[src/rtl/uart_sys_pkg.sv]
// Shared definitions for the UART command path: opcodes, operand register
// addresses and the state encodings of the command FSM and TX sequencer.
package uart_sys_pkg;

    // Frame opcodes recognised in IDLE
    localparam logic [7:0] CMD_RF_WR   = 8'hAA;
    localparam logic [7:0] CMD_RF_RD   = 8'hBB;
    localparam logic [7:0] CMD_ALU_OP  = 8'hCC;
    localparam logic [7:0] CMD_ALU_NOP = 8'hDD;

    // Register-file locations the ALU reads its operands from
    localparam int REG_OP_A = 0;
    localparam int REG_OP_B = 1;

    // Command FSM; ST_TX_SEND covers the whole hand-off to the TX sequencer
    typedef enum logic [3:0] {
        ST_IDLE,
        ST_WR_ADDR,
        ST_WR_DATA,
        ST_RD_ADDR,
        ST_RD_WAIT,
        ST_ALU_A,
        ST_ALU_B,
        ST_ALU_FUN,
        ST_ALU_WAIT,
        ST_TX_SEND
    } cmd_state_e;

    // TX sequencer: send one byte, then hold until the UART finishes it
    typedef enum logic [1:0] {
        TXS_IDLE,
        TXS_SEND,
        TXS_HOLD
    } tx_state_e;

endpackage

[src/rtl/uart_cmd_ctrl_if.sv]
// Bundle of the UART RX/TX, register-file and ALU signals around the command
// controller. master = the controller, slave = the surrounding system.
interface uart_cmd_ctrl_if #(
    parameter int DATA_WIDTH = 8,
    parameter int ADDR_WIDTH = 4,
    parameter int FUN_WIDTH  = 4
) ();
    logic [DATA_WIDTH-1:0]   rx_p_data;
    logic                    rx_d_vld;
    logic                    rx_par_err;
    logic                    rx_stp_err;
    logic [DATA_WIDTH-1:0]   rf_rd_data;
    logic                    rf_rd_data_vld;
    logic [2*DATA_WIDTH-1:0] alu_out;
    logic                    alu_out_vld;
    logic                    tx_busy;
    logic [ADDR_WIDTH-1:0]   rf_addr;
    logic                    rf_wr_en;
    logic                    rf_rd_en;
    logic [DATA_WIDTH-1:0]   rf_wr_data;
    logic                    alu_en;
    logic [FUN_WIDTH-1:0]    alu_fun;
    logic                    clk_gate_en;
    logic [DATA_WIDTH-1:0]   tx_p_data;
    logic                    tx_d_vld;
    logic                    cmd_err;

    modport master (
        input  rx_p_data, rx_d_vld, rx_par_err, rx_stp_err,
        input  rf_rd_data, rf_rd_data_vld, alu_out, alu_out_vld, tx_busy,
        output rf_addr, rf_wr_en, rf_rd_en, rf_wr_data,
        output alu_en, alu_fun, clk_gate_en, tx_p_data, tx_d_vld, cmd_err
    );

    modport slave (
        output rx_p_data, rx_d_vld, rx_par_err, rx_stp_err,
        output rf_rd_data, rf_rd_data_vld, alu_out, alu_out_vld, tx_busy,
        input  rf_addr, rf_wr_en, rf_rd_en, rf_wr_data,
        input  alu_en, alu_fun, clk_gate_en, tx_p_data, tx_d_vld, cmd_err
    );
endinterface

[src/rtl/uart_tx_sequencer.sv]
// Serialises up to two response bytes (byte0 first) onto the UART TX
// valid/busy handshake and pulses done_o after the last byte has gone out.
module uart_tx_sequencer
    import uart_sys_pkg::*;
#(
    parameter int DATA_WIDTH = 8
) (
    input  logic                  clk,
    input  logic                  rst_n,
    input  logic                  start_i,
    input  logic [DATA_WIDTH-1:0] byte0_i,
    input  logic [DATA_WIDTH-1:0] byte1_i,
    input  logic [1:0]            count_i,
    input  logic                  tx_busy_i,
    output logic [DATA_WIDTH-1:0] tx_p_data_o,
    output logic                  tx_d_vld_o,
    output logic                  done_o
);
    tx_state_e             state_q;
    logic [DATA_WIDTH-1:0] head_q;       // next byte to send
    logic [DATA_WIDTH-1:0] tail_q;       // byte queued behind it
    logic [1:0]            left_q;       // bytes not yet handed to the UART
    logic                  busy_seen_q;  // UART has acknowledged the current byte
    logic [DATA_WIDTH-1:0] tx_p_data_q;
    logic                  tx_d_vld_q;
    logic                  done_q;

    // Handshake FSM: pulse valid only while the UART is free, then wait for
    // a full busy 1->0 cycle before moving on.
    always_ff @(posedge clk) begin
        // NOTE: reset is synchronous, so it lives inside the clocked branch and
        // clk must be running for it to take effect.
        if (!rst_n) begin
            state_q     <= TXS_IDLE;
            head_q      <= '0;
            tail_q      <= '0;
            left_q      <= '0;
            busy_seen_q <= 1'b0;
            tx_p_data_q <= '0;
            tx_d_vld_q  <= 1'b0;
            done_q      <= 1'b0;
        end else begin
            tx_d_vld_q <= 1'b0;
            done_q     <= 1'b0;
            case (state_q)
                TXS_IDLE: begin
                    if (start_i) begin
                        head_q  <= byte0_i;
                        tail_q  <= byte1_i;
                        left_q  <= count_i;
                        state_q <= TXS_SEND;
                    end
                end
                TXS_SEND: begin
                    if (!tx_busy_i) begin
                        tx_p_data_q <= head_q;
                        tx_d_vld_q  <= 1'b1;
                        head_q      <= tail_q;
                        left_q      <= left_q - 2'd1;
                        busy_seen_q <= 1'b0;
                        state_q     <= TXS_HOLD;
                    end
                end
                TXS_HOLD: begin
                    if (!busy_seen_q) begin
                        busy_seen_q <= tx_busy_i;
                    end else if (!tx_busy_i) begin
                        if (left_q == 2'd0) begin
                            done_q  <= 1'b1;
                            state_q <= TXS_IDLE;
                        end else begin
                            state_q <= TXS_SEND;
                        end
                    end
                end
                default: state_q <= TXS_IDLE;
            endcase
        end
    end

    assign tx_p_data_o = tx_p_data_q;
    assign tx_d_vld_o  = tx_d_vld_q;
    assign done_o      = done_q;
endmodule

[src/rtl/uart_cmd_ctrl.sv]
// Command sequencer: parses UART RX frames into register-file writes/reads
// and ALU operations, gates the ALU clock, and returns results over UART TX.
module uart_cmd_ctrl
    import uart_sys_pkg::*;
#(
    parameter int DATA_WIDTH  = 8,
    parameter int ADDR_WIDTH  = 4,
    parameter int FUN_WIDTH   = 4,
    parameter int RSP_TIMEOUT = 255
) (
    input  logic            clk,
    input  logic            rst_n,
    uart_cmd_ctrl_if.master bus
);
    localparam int TO_W = $clog2(RSP_TIMEOUT + 1);

    cmd_state_e            state_q;
    logic [TO_W-1:0]       timeout_q;
    logic [ADDR_WIDTH-1:0] rf_addr_q;
    logic                  rf_wr_en_q;
    logic                  rf_rd_en_q;
    logic [DATA_WIDTH-1:0] rf_wr_data_q;
    logic                  alu_en_q;
    logic [FUN_WIDTH-1:0]  alu_fun_q;
    logic                  clk_gate_en_q;
    logic                  cmd_err_q;
    logic                  tx_start_q;
    logic [DATA_WIDTH-1:0] tx_byte0_q;
    logic [DATA_WIDTH-1:0] tx_byte1_q;
    logic [1:0]            tx_count_q;
    logic                  tx_done;

    logic rx_ok;
    logic rx_bad;
    logic in_frame;
    logic timed_out;

    assign rx_ok     = bus.rx_d_vld && !bus.rx_par_err && !bus.rx_stp_err;
    assign rx_bad    = bus.rx_d_vld && (bus.rx_par_err || bus.rx_stp_err);
    // Only states that are collecting frame bytes react to corrupted bytes;
    // waiting and transmitting states drop all RX traffic.
    assign in_frame  = state_q inside {ST_IDLE, ST_WR_ADDR, ST_WR_DATA, ST_RD_ADDR,
                                       ST_ALU_A, ST_ALU_B, ST_ALU_FUN};
    assign timed_out = (timeout_q == TO_W'(RSP_TIMEOUT - 1));

    // Command FSM with registered strobes; strobes default low every cycle.
    always_ff @(posedge clk) begin
        if (!rst_n) begin
            state_q       <= ST_IDLE;
            timeout_q     <= '0;
            rf_addr_q     <= '0;
            rf_wr_en_q    <= 1'b0;
            rf_rd_en_q    <= 1'b0;
            rf_wr_data_q  <= '0;
            alu_en_q      <= 1'b0;
            alu_fun_q     <= '0;
            clk_gate_en_q <= 1'b0;
            cmd_err_q     <= 1'b0;
            tx_start_q    <= 1'b0;
            tx_byte0_q    <= '0;
            tx_byte1_q    <= '0;
            tx_count_q    <= '0;
        end else begin
            // NOTE: non-blocking assignments throughout, so every branch below
            // sees the state as it was at the clock edge, regardless of order.
            rf_wr_en_q <= 1'b0;
            rf_rd_en_q <= 1'b0;
            cmd_err_q  <= 1'b0;
            tx_start_q <= 1'b0;
            if (rx_bad && in_frame) begin
                cmd_err_q <= 1'b1;
                state_q   <= ST_IDLE;
            end else begin
                case (state_q)
                    ST_IDLE: begin
                        if (rx_ok) begin
                            case (bus.rx_p_data)
                                DATA_WIDTH'(CMD_RF_WR):   state_q <= ST_WR_ADDR;
                                DATA_WIDTH'(CMD_RF_RD):   state_q <= ST_RD_ADDR;
                                DATA_WIDTH'(CMD_ALU_OP):  state_q <= ST_ALU_A;
                                DATA_WIDTH'(CMD_ALU_NOP): state_q <= ST_ALU_FUN;
                                default:                  cmd_err_q <= 1'b1;
                            endcase
                        end
                    end
                    ST_WR_ADDR: begin
                        if (rx_ok) begin
                            rf_addr_q <= bus.rx_p_data[ADDR_WIDTH-1:0];
                            state_q   <= ST_WR_DATA;
                        end
                    end
                    ST_WR_DATA: begin
                        if (rx_ok) begin
                            rf_wr_data_q <= bus.rx_p_data;
                            rf_wr_en_q   <= 1'b1;
                            state_q      <= ST_IDLE;
                        end
                    end
                    ST_RD_ADDR: begin
                        if (rx_ok) begin
                            rf_addr_q  <= bus.rx_p_data[ADDR_WIDTH-1:0];
                            rf_rd_en_q <= 1'b1;
                            timeout_q  <= '0;
                            state_q    <= ST_RD_WAIT;
                        end
                    end
                    ST_RD_WAIT: begin
                        if (bus.rf_rd_data_vld) begin
                            tx_byte0_q <= bus.rf_rd_data;
                            tx_count_q <= 2'd1;
                            tx_start_q <= 1'b1;
                            state_q    <= ST_TX_SEND;
                        end else if (timed_out) begin
                            cmd_err_q <= 1'b1;
                            state_q   <= ST_IDLE;
                        end else begin
                            timeout_q <= timeout_q + TO_W'(1);
                        end
                    end
                    ST_ALU_A, ST_ALU_B: begin
                        if (rx_ok) begin
                            rf_addr_q    <= (state_q == ST_ALU_A) ? ADDR_WIDTH'(REG_OP_A)
                                                                  : ADDR_WIDTH'(REG_OP_B);
                            rf_wr_data_q <= bus.rx_p_data;
                            rf_wr_en_q   <= 1'b1;
                            state_q      <= (state_q == ST_ALU_A) ? ST_ALU_B : ST_ALU_FUN;
                        end
                    end
                    ST_ALU_FUN: begin
                        if (rx_ok) begin
                            alu_fun_q     <= bus.rx_p_data[FUN_WIDTH-1:0];
                            clk_gate_en_q <= 1'b1;
                            alu_en_q      <= 1'b1;
                            timeout_q     <= '0;
                            state_q       <= ST_ALU_WAIT;
                        end
                    end
                    ST_ALU_WAIT: begin
                        if (bus.alu_out_vld) begin
                            tx_byte0_q    <= bus.alu_out[DATA_WIDTH-1:0];
                            tx_byte1_q    <= bus.alu_out[2*DATA_WIDTH-1:DATA_WIDTH];
                            tx_count_q    <= 2'd2;
                            tx_start_q    <= 1'b1;
                            alu_en_q      <= 1'b0;
                            clk_gate_en_q <= 1'b0;
                            state_q       <= ST_TX_SEND;
                        end else if (timed_out) begin
                            cmd_err_q     <= 1'b1;
                            alu_en_q      <= 1'b0;
                            clk_gate_en_q <= 1'b0;
                            state_q       <= ST_IDLE;
                        end else begin
                            timeout_q <= timeout_q + TO_W'(1);
                        end
                    end
                    ST_TX_SEND: begin
                        if (tx_done) begin
                            state_q <= ST_IDLE;
                        end
                    end
                    default: state_q <= ST_IDLE;
                endcase
            end
        end
    end

    uart_tx_sequencer #(
        .DATA_WIDTH (DATA_WIDTH)
    ) u_tx_seq (
        .clk         (clk),
        .rst_n       (rst_n),
        .start_i     (tx_start_q),
        .byte0_i     (tx_byte0_q),
        .byte1_i     (tx_byte1_q),
        .count_i     (tx_count_q),
        .tx_busy_i   (bus.tx_busy),
        .tx_p_data_o (bus.tx_p_data),
        .tx_d_vld_o  (bus.tx_d_vld),
        .done_o      (tx_done)
    );

    assign bus.rf_addr     = rf_addr_q;
    assign bus.rf_wr_en    = rf_wr_en_q;
    assign bus.rf_rd_en    = rf_rd_en_q;
    assign bus.rf_wr_data  = rf_wr_data_q;
    assign bus.alu_en      = alu_en_q;
    assign bus.alu_fun     = alu_fun_q;
    assign bus.clk_gate_en = clk_gate_en_q;
    assign bus.cmd_err     = cmd_err_q;
endmodule

[src/flat_wrapper.sv]
// flat-port wrapper written by rule: the top's interface ports become plain ports
module uart_cmd_ctrl_flat import uart_sys_pkg::*;
#(
    parameter int DATA_WIDTH  = 8,
    parameter int ADDR_WIDTH  = 4,
    parameter int FUN_WIDTH   = 4,
    parameter int RSP_TIMEOUT = 255
)
  (clk, rst_n, bus_rx_p_data, bus_rx_d_vld, bus_rx_par_err, bus_rx_stp_err, bus_rf_rd_data, bus_rf_rd_data_vld, bus_alu_out, bus_alu_out_vld, bus_tx_busy, bus_rf_addr, bus_rf_wr_en, bus_rf_rd_en, bus_rf_wr_data, bus_alu_en, bus_alu_fun, bus_clk_gate_en, bus_tx_p_data, bus_tx_d_vld, bus_cmd_err);
  uart_cmd_ctrl_if #(.DATA_WIDTH(DATA_WIDTH), .ADDR_WIDTH(ADDR_WIDTH), .FUN_WIDTH(FUN_WIDTH)) bus_i ();
  input  logic clk;
  input  logic rst_n;
  input wire logic [$bits(bus_i.rx_p_data)-1:0] bus_rx_p_data;
  input wire logic [$bits(bus_i.rx_d_vld)-1:0] bus_rx_d_vld;
  input wire logic [$bits(bus_i.rx_par_err)-1:0] bus_rx_par_err;
  input wire logic [$bits(bus_i.rx_stp_err)-1:0] bus_rx_stp_err;
  input wire logic [$bits(bus_i.rf_rd_data)-1:0] bus_rf_rd_data;
  input wire logic [$bits(bus_i.rf_rd_data_vld)-1:0] bus_rf_rd_data_vld;
  input wire logic [$bits(bus_i.alu_out)-1:0] bus_alu_out;
  input wire logic [$bits(bus_i.alu_out_vld)-1:0] bus_alu_out_vld;
  input wire logic [$bits(bus_i.tx_busy)-1:0] bus_tx_busy;
  output wire logic [$bits(bus_i.rf_addr)-1:0] bus_rf_addr;
  output wire logic [$bits(bus_i.rf_wr_en)-1:0] bus_rf_wr_en;
  output wire logic [$bits(bus_i.rf_rd_en)-1:0] bus_rf_rd_en;
  output wire logic [$bits(bus_i.rf_wr_data)-1:0] bus_rf_wr_data;
  output wire logic [$bits(bus_i.alu_en)-1:0] bus_alu_en;
  output wire logic [$bits(bus_i.alu_fun)-1:0] bus_alu_fun;
  output wire logic [$bits(bus_i.clk_gate_en)-1:0] bus_clk_gate_en;
  output wire logic [$bits(bus_i.tx_p_data)-1:0] bus_tx_p_data;
  output wire logic [$bits(bus_i.tx_d_vld)-1:0] bus_tx_d_vld;
  output wire logic [$bits(bus_i.cmd_err)-1:0] bus_cmd_err;
  assign bus_i.rx_p_data = bus_rx_p_data;
  assign bus_i.rx_d_vld = bus_rx_d_vld;
  assign bus_i.rx_par_err = bus_rx_par_err;
  assign bus_i.rx_stp_err = bus_rx_stp_err;
  assign bus_i.rf_rd_data = bus_rf_rd_data;
  assign bus_i.rf_rd_data_vld = bus_rf_rd_data_vld;
  assign bus_i.alu_out = bus_alu_out;
  assign bus_i.alu_out_vld = bus_alu_out_vld;
  assign bus_i.tx_busy = bus_tx_busy;
  assign bus_rf_addr = bus_i.rf_addr;
  assign bus_rf_wr_en = bus_i.rf_wr_en;
  assign bus_rf_rd_en = bus_i.rf_rd_en;
  assign bus_rf_wr_data = bus_i.rf_wr_data;
  assign bus_alu_en = bus_i.alu_en;
  assign bus_alu_fun = bus_i.alu_fun;
  assign bus_clk_gate_en = bus_i.clk_gate_en;
  assign bus_tx_p_data = bus_i.tx_p_data;
  assign bus_tx_d_vld = bus_i.tx_d_vld;
  assign bus_cmd_err = bus_i.cmd_err;
  uart_cmd_ctrl #(.DATA_WIDTH(DATA_WIDTH), .ADDR_WIDTH(ADDR_WIDTH), .FUN_WIDTH(FUN_WIDTH), .RSP_TIMEOUT(RSP_TIMEOUT)) u_core (.clk(clk), .rst_n(rst_n), .bus(bus_i));
endmodule
[config.mk]
export PLATFORM = sky130hd
export DESIGN_NAME = uart_cmd_ctrl_flat
export DESIGN_NICKNAME = d
export VERILOG_FILES = /design/src/rtl/uart_sys_pkg.sv /design/src/rtl/uart_cmd_ctrl_if.sv /design/src/rtl/uart_tx_sequencer.sv /design/src/rtl/uart_cmd_ctrl.sv /design/src/flat_wrapper.sv
export SDC_FILE = /design/constraint.sdc
export NUM_CORES = 1
export LEC_CHECK = 0
export ABC_AREA = 1
export CORE_UTILIZATION = 56
export CTS_CLUSTER_DIAMETER = 50
export CTS_CLUSTER_SIZE = 40
export DETAILED_ROUTE_END_ITERATION = 16
export PLACE_DENSITY = 0.92
export SETUP_SLACK_MARGIN = 0.4
export SLEW_MARGIN = 20
export SYNTH_ARGS = -nofsm -noshare
export SYNTH_HDL_FRONTEND = slang
export SYNTH_SLANG_ARGS = --single-unit
[constraint.sdc]
create_clock -name clk -period 2.4 [get_ports clk]
set_clock_uncertainty 0.1 [all_clocks]
set_input_delay 0.36 -clock clk [delete_from_list [all_inputs] [get_ports clk]]
set_output_delay 0.36 -clock clk [all_outputs]
set_load 0.02 [all_outputs]
==> flow_metrics.env <==
export IMPL_detailedRoute_firstPassIterationCount=5
export IMPL_layout_min_cycle_time_ps=1840
export IMPL_synthesis_warning_total=0
export IMPL_initial_core_util_pct=58.1
export IMPL_cp_peak_stage_delay_ps=620
export IMPL_grt_max_degree=38
export IMPL_via_cell_ratio=5.58
export IMPL_route_detailed_wl_per_inst_um=13.3
export IMPL_cts_max_level=3
export IMPL_crit_path_top_delay_cell="sky130_fd_sc_hd__clkdlybuf4s50_1"
export IMPL_port_buffer_count=69
export IMPL_report_final_slew_viol_count=0
export IMPL_clockRootBuffer="sky130_fd_sc_hd__clkbuf_8"
export IMPL_worst_slack_ps=561
export IMPL_power_leakage_nw=1.80
export IMPL_timing_worst_slew_pin_value_ps=508
export IMPL_ff2ff_setup_slack_ps=560
export IMPL_final_common_cell="sky130_fd_sc_hd__nand2_1"
export IMPL_first_pass_grt_wire_length_um=14700
export IMPL_endpoint_kind="output port"
export IMPL_io_pin_count=70
export IMPL_placeableCoreArea_mm2=0.00639
export IMPL_cell_area_after_synthesis_mm2=0.00371
export IMPL_nFillCells=486
export IMPL_post_layout_instance_count_excluding_filler_cells=652
export IMPL_num_rows=29
export IMPL_global_route_overflow_total=0
export IMPL_slew_headroom_pct=65.8
export IMPL_criticalPathCategory="flop to output port"
export IMPL_place_detailed_hpwl_um=6380
export IMPL_area_growth_syn_to_layout_pct=25.4
export IMPL_post_cts_repair_setup_buffers=0
export IMPL_clk_transition_reported_paths_ps=90
export IMPL_cts_hold_fix_bufs=0
export IMPL_hold_viol=0
export IMPL_die_w_um=83.4
export IMPL_layout_common_cells="sky130_fd_sc_hd__nand2_1 (121), sky130_fd_sc_hd__dfxtp_1 (82), sky130_fd_sc_hd__clkdlybuf4s50_1 (69)"
export IMPL_outcome="completed"
export IMPL_cp_cell_sequence="clkdlybuf4s50_1"
export IMPL_max_clock_freq_mhz=544
export IMPL_synthDistinctLibCells=38
export IMPL_crit_path_max_fanout=3
export IMPL_synth_seq_cells=82
export IMPL_arrival_ps=1380
export IMPL_max_cap_violations=0
export IMPL_antennaDiodeCount=0
export IMPL_clock_sinks=82
export IMPL_finalSetupViolations=0
export IMPL_worst_skew_pair_late_latency_ps=370
export IMPL_post_route_period_util_pct=76.6
export IMPL_grt_pass1_vias=3333
export IMPL_floorplan_die_area_mm2=0.00696
export IMPL_hp_class="flop to flop"
export IMPL_tritoncts="yes"
export IMPL_irDropWorstVdd_mv=0.376
export IMPL_dpl_cell_count=636
export IMPL_gp_congestion=0.884
export IMPL_drcViolationCount=0
export IMPL_rsz0062_at_grt="no"
export IMPL_design_area_mm2=0.00465
export IMPL_grt_total_usage_pct=26.3
export IMPL_dr_first_iter_drc_count=337
export IMPL_timing_critical_path_from_type="flop"
export IMPL_fraction_of_the_core_area_covered_by_cells_at_the_end_of_the_flow_pct=72.8
export IMPL_final_net_count=613
export IMPL_synth_cells=504
export IMPL_synth_sequential_area_ratio_pct=44.2
export IMPL_clock_path_buffers=2
export IMPL_fin_setup_tns_ps=0
export IMPL_post_route_cells_drive_above_1_share_pct=10.6
export IMPL_via_count=3637
export IMPL_critPathTopFamily="buffers and inverters"
export IMPL_antenna_found_initial=0
export IMPL_placed_cell_area_mm2=0.00444
export IMPL_avgSynthCellArea_um2=7.36
export IMPL_timing_critical_path_required_ps=1940
export IMPL_postSynthNetCount=547
export IMPL_postRouteAntennaNets=0
export IMPL_dp_slack_ps=107
export IMPL_die_h_um=83.4
export IMPL_routed_wl_um=8650
export IMPL_timing_critical_path_buf_inv=1
export IMPL_cts_buffers=9
export IMPL_power_density_mw_per_mm2=542
[power by group]
part / internal [W] / switching (W) / total [W]
clock: 0.000491 / 0.000535 / 0.00103
combinational: 0.0000727 / 0.0000625 / 0.000135
sequential: 0.00136 / 0.000000303 / 0.00136
[final timing paths]
check                           start                        to  depth (start not counted)
max            u_core.bus.clk_gate_en                bus_alu_en                          1
min          u_core.bus.rf_wr_data[3]  u_core.bus.rf_wr_data[3]                          2
max reg2reg         u_core.state_q[1]  u_core.bus.rf_wr_data[2]                          7
min reg2reg  u_core.bus.rf_wr_data[3]  u_core.bus.rf_wr_data[3]                          2
[per-layer routing]
| layer | wire length (µm) | up-vias | GRT usage [%] |
|---|---|---|---|
| met5 | 0 | - | 0 |
| met3 | 506 | 23 | 4.17 |
| li1 | - | 1799 | - |
| met1 | 3860 | 1696 | 34.3 |
| met2 | 4030 | 119 | 41.4 |
| met4 | 247 | 0 | 14.7 |
[final cells by class]
cell class,count,area [µm²],area share (%)
Clock buffer,9,124,2.66
Clock inverter,7,77.6,1.67
Inverter,48,183,3.93
Multi-Input combinational cell,354,1790,38.6
Sequential cell,82,1640,35.3
Tap cell,77,96.3,2.07
Timing Repair Buffer,75,736,15.8
[synthesized netlist by cell type (all sizes together)]
| cell type | n | area share [%] |
|---|---|---|
| nand2 | 134 | 15 |
| dfxtp | 82 | 44 |
| o21ai | 50 | 6.7 |
| nor2 | 49 | 6.2 |
| inv | 48 | 4.9 |
| a21oi | 47 | 6.9 |
| nand3 | 35 | 5.2 |
| a31oi | 17 | 2.9 |
| buf | 10 | 1.7 |
| clkbuf | 10 | 1.0 |
| nand4 | 4 | 0.67 |
| ha | 3 | 1.0 |
| nand3b | 3 | 0.61 |
| xnor2 | 2 | 0.47 |
| xor2 | 2 | 0.47 |
| a211oi | 1 | 0.20 |
| a32oi | 1 | 0.24 |
| nor3 | 1 | 0.13 |
| nor3b | 1 | 0.34 |
| nor4 | 1 | 0.17 |
| o211ai | 1 | 0.20 |
| o221ai | 1 | 0.24 |
| or2 | 1 | 0.17 |
[worst register-to-register path: cells and delay by family, from the launching register on]
family                 cells  cell delay (ps)
buffers and inverters      1               80
flip-flops                 1              470
AO/OA/AOI/OAI              2              360
AND/OR/NAND/NOR            4              720
[kinds of logic (layout without fill, tap and decap cells)]
group | Yosys count | in the layout | share of synthesized area (%)
XOR/XNOR | 4 | 4 | 0.944
adder cells (fa/ha/maj) | 3 | 3 | 1.01
flip-flops | 82 | 82 | 44.2
buffers and inverters | 68 | 139 | 7.62
AO/OA/AOI/OAI | 118 | 118 | 17.4
AND/OR/NAND/NOR | 229 | 229 | 28.8
[state kept, by name, indices dropped and copies added, names as in the netlist]
signal	cells
u_core.tx_byte0_q	8
u_core.u_tx_seq.tx_d_vld_o	1
u_core.u_tx_seq.busy_seen_q	1
u_core.tx_byte1_q	8
u_core.bus.clk_gate_en	1
u_core.u_tx_seq.tail_q	8
u_core.bus.alu_fun	4
u_core.timeout_q	8
u_core.tx_count_q	2
u_core.bus.rf_wr_data	8
u_core.u_tx_seq.state_q	2
u_core.bus.cmd_err	1
u_core.bus.rf_rd_en	1
u_core.u_tx_seq.left_q	2
u_core.bus.rf_addr	4
u_core.tx_start_q	1
u_core.u_tx_seq.head_q	8
u_core.u_tx_seq.done_o	1
u_core.u_tx_seq.tx_p_data_o	8
u_core.state_q	4
u_core.bus.rf_wr_en	1
[through the flow]
step	total power, W	hold slack (ps)
2_1_floorplan	0.00144	314
5_1_grt	0.00260	379
3_3_place_gp	0.00152	330
6_report	0.00252	348
3_5_place_dp	0.00153	334
4_1_cts	0.00252	347
[repair_timing]
action | CTS | global route
setup endpoints to repair | 10 | 10
pin swaps | 0 | 0
gates resized for setup | 1 | 2
Power figures use the tool's default switching activity.
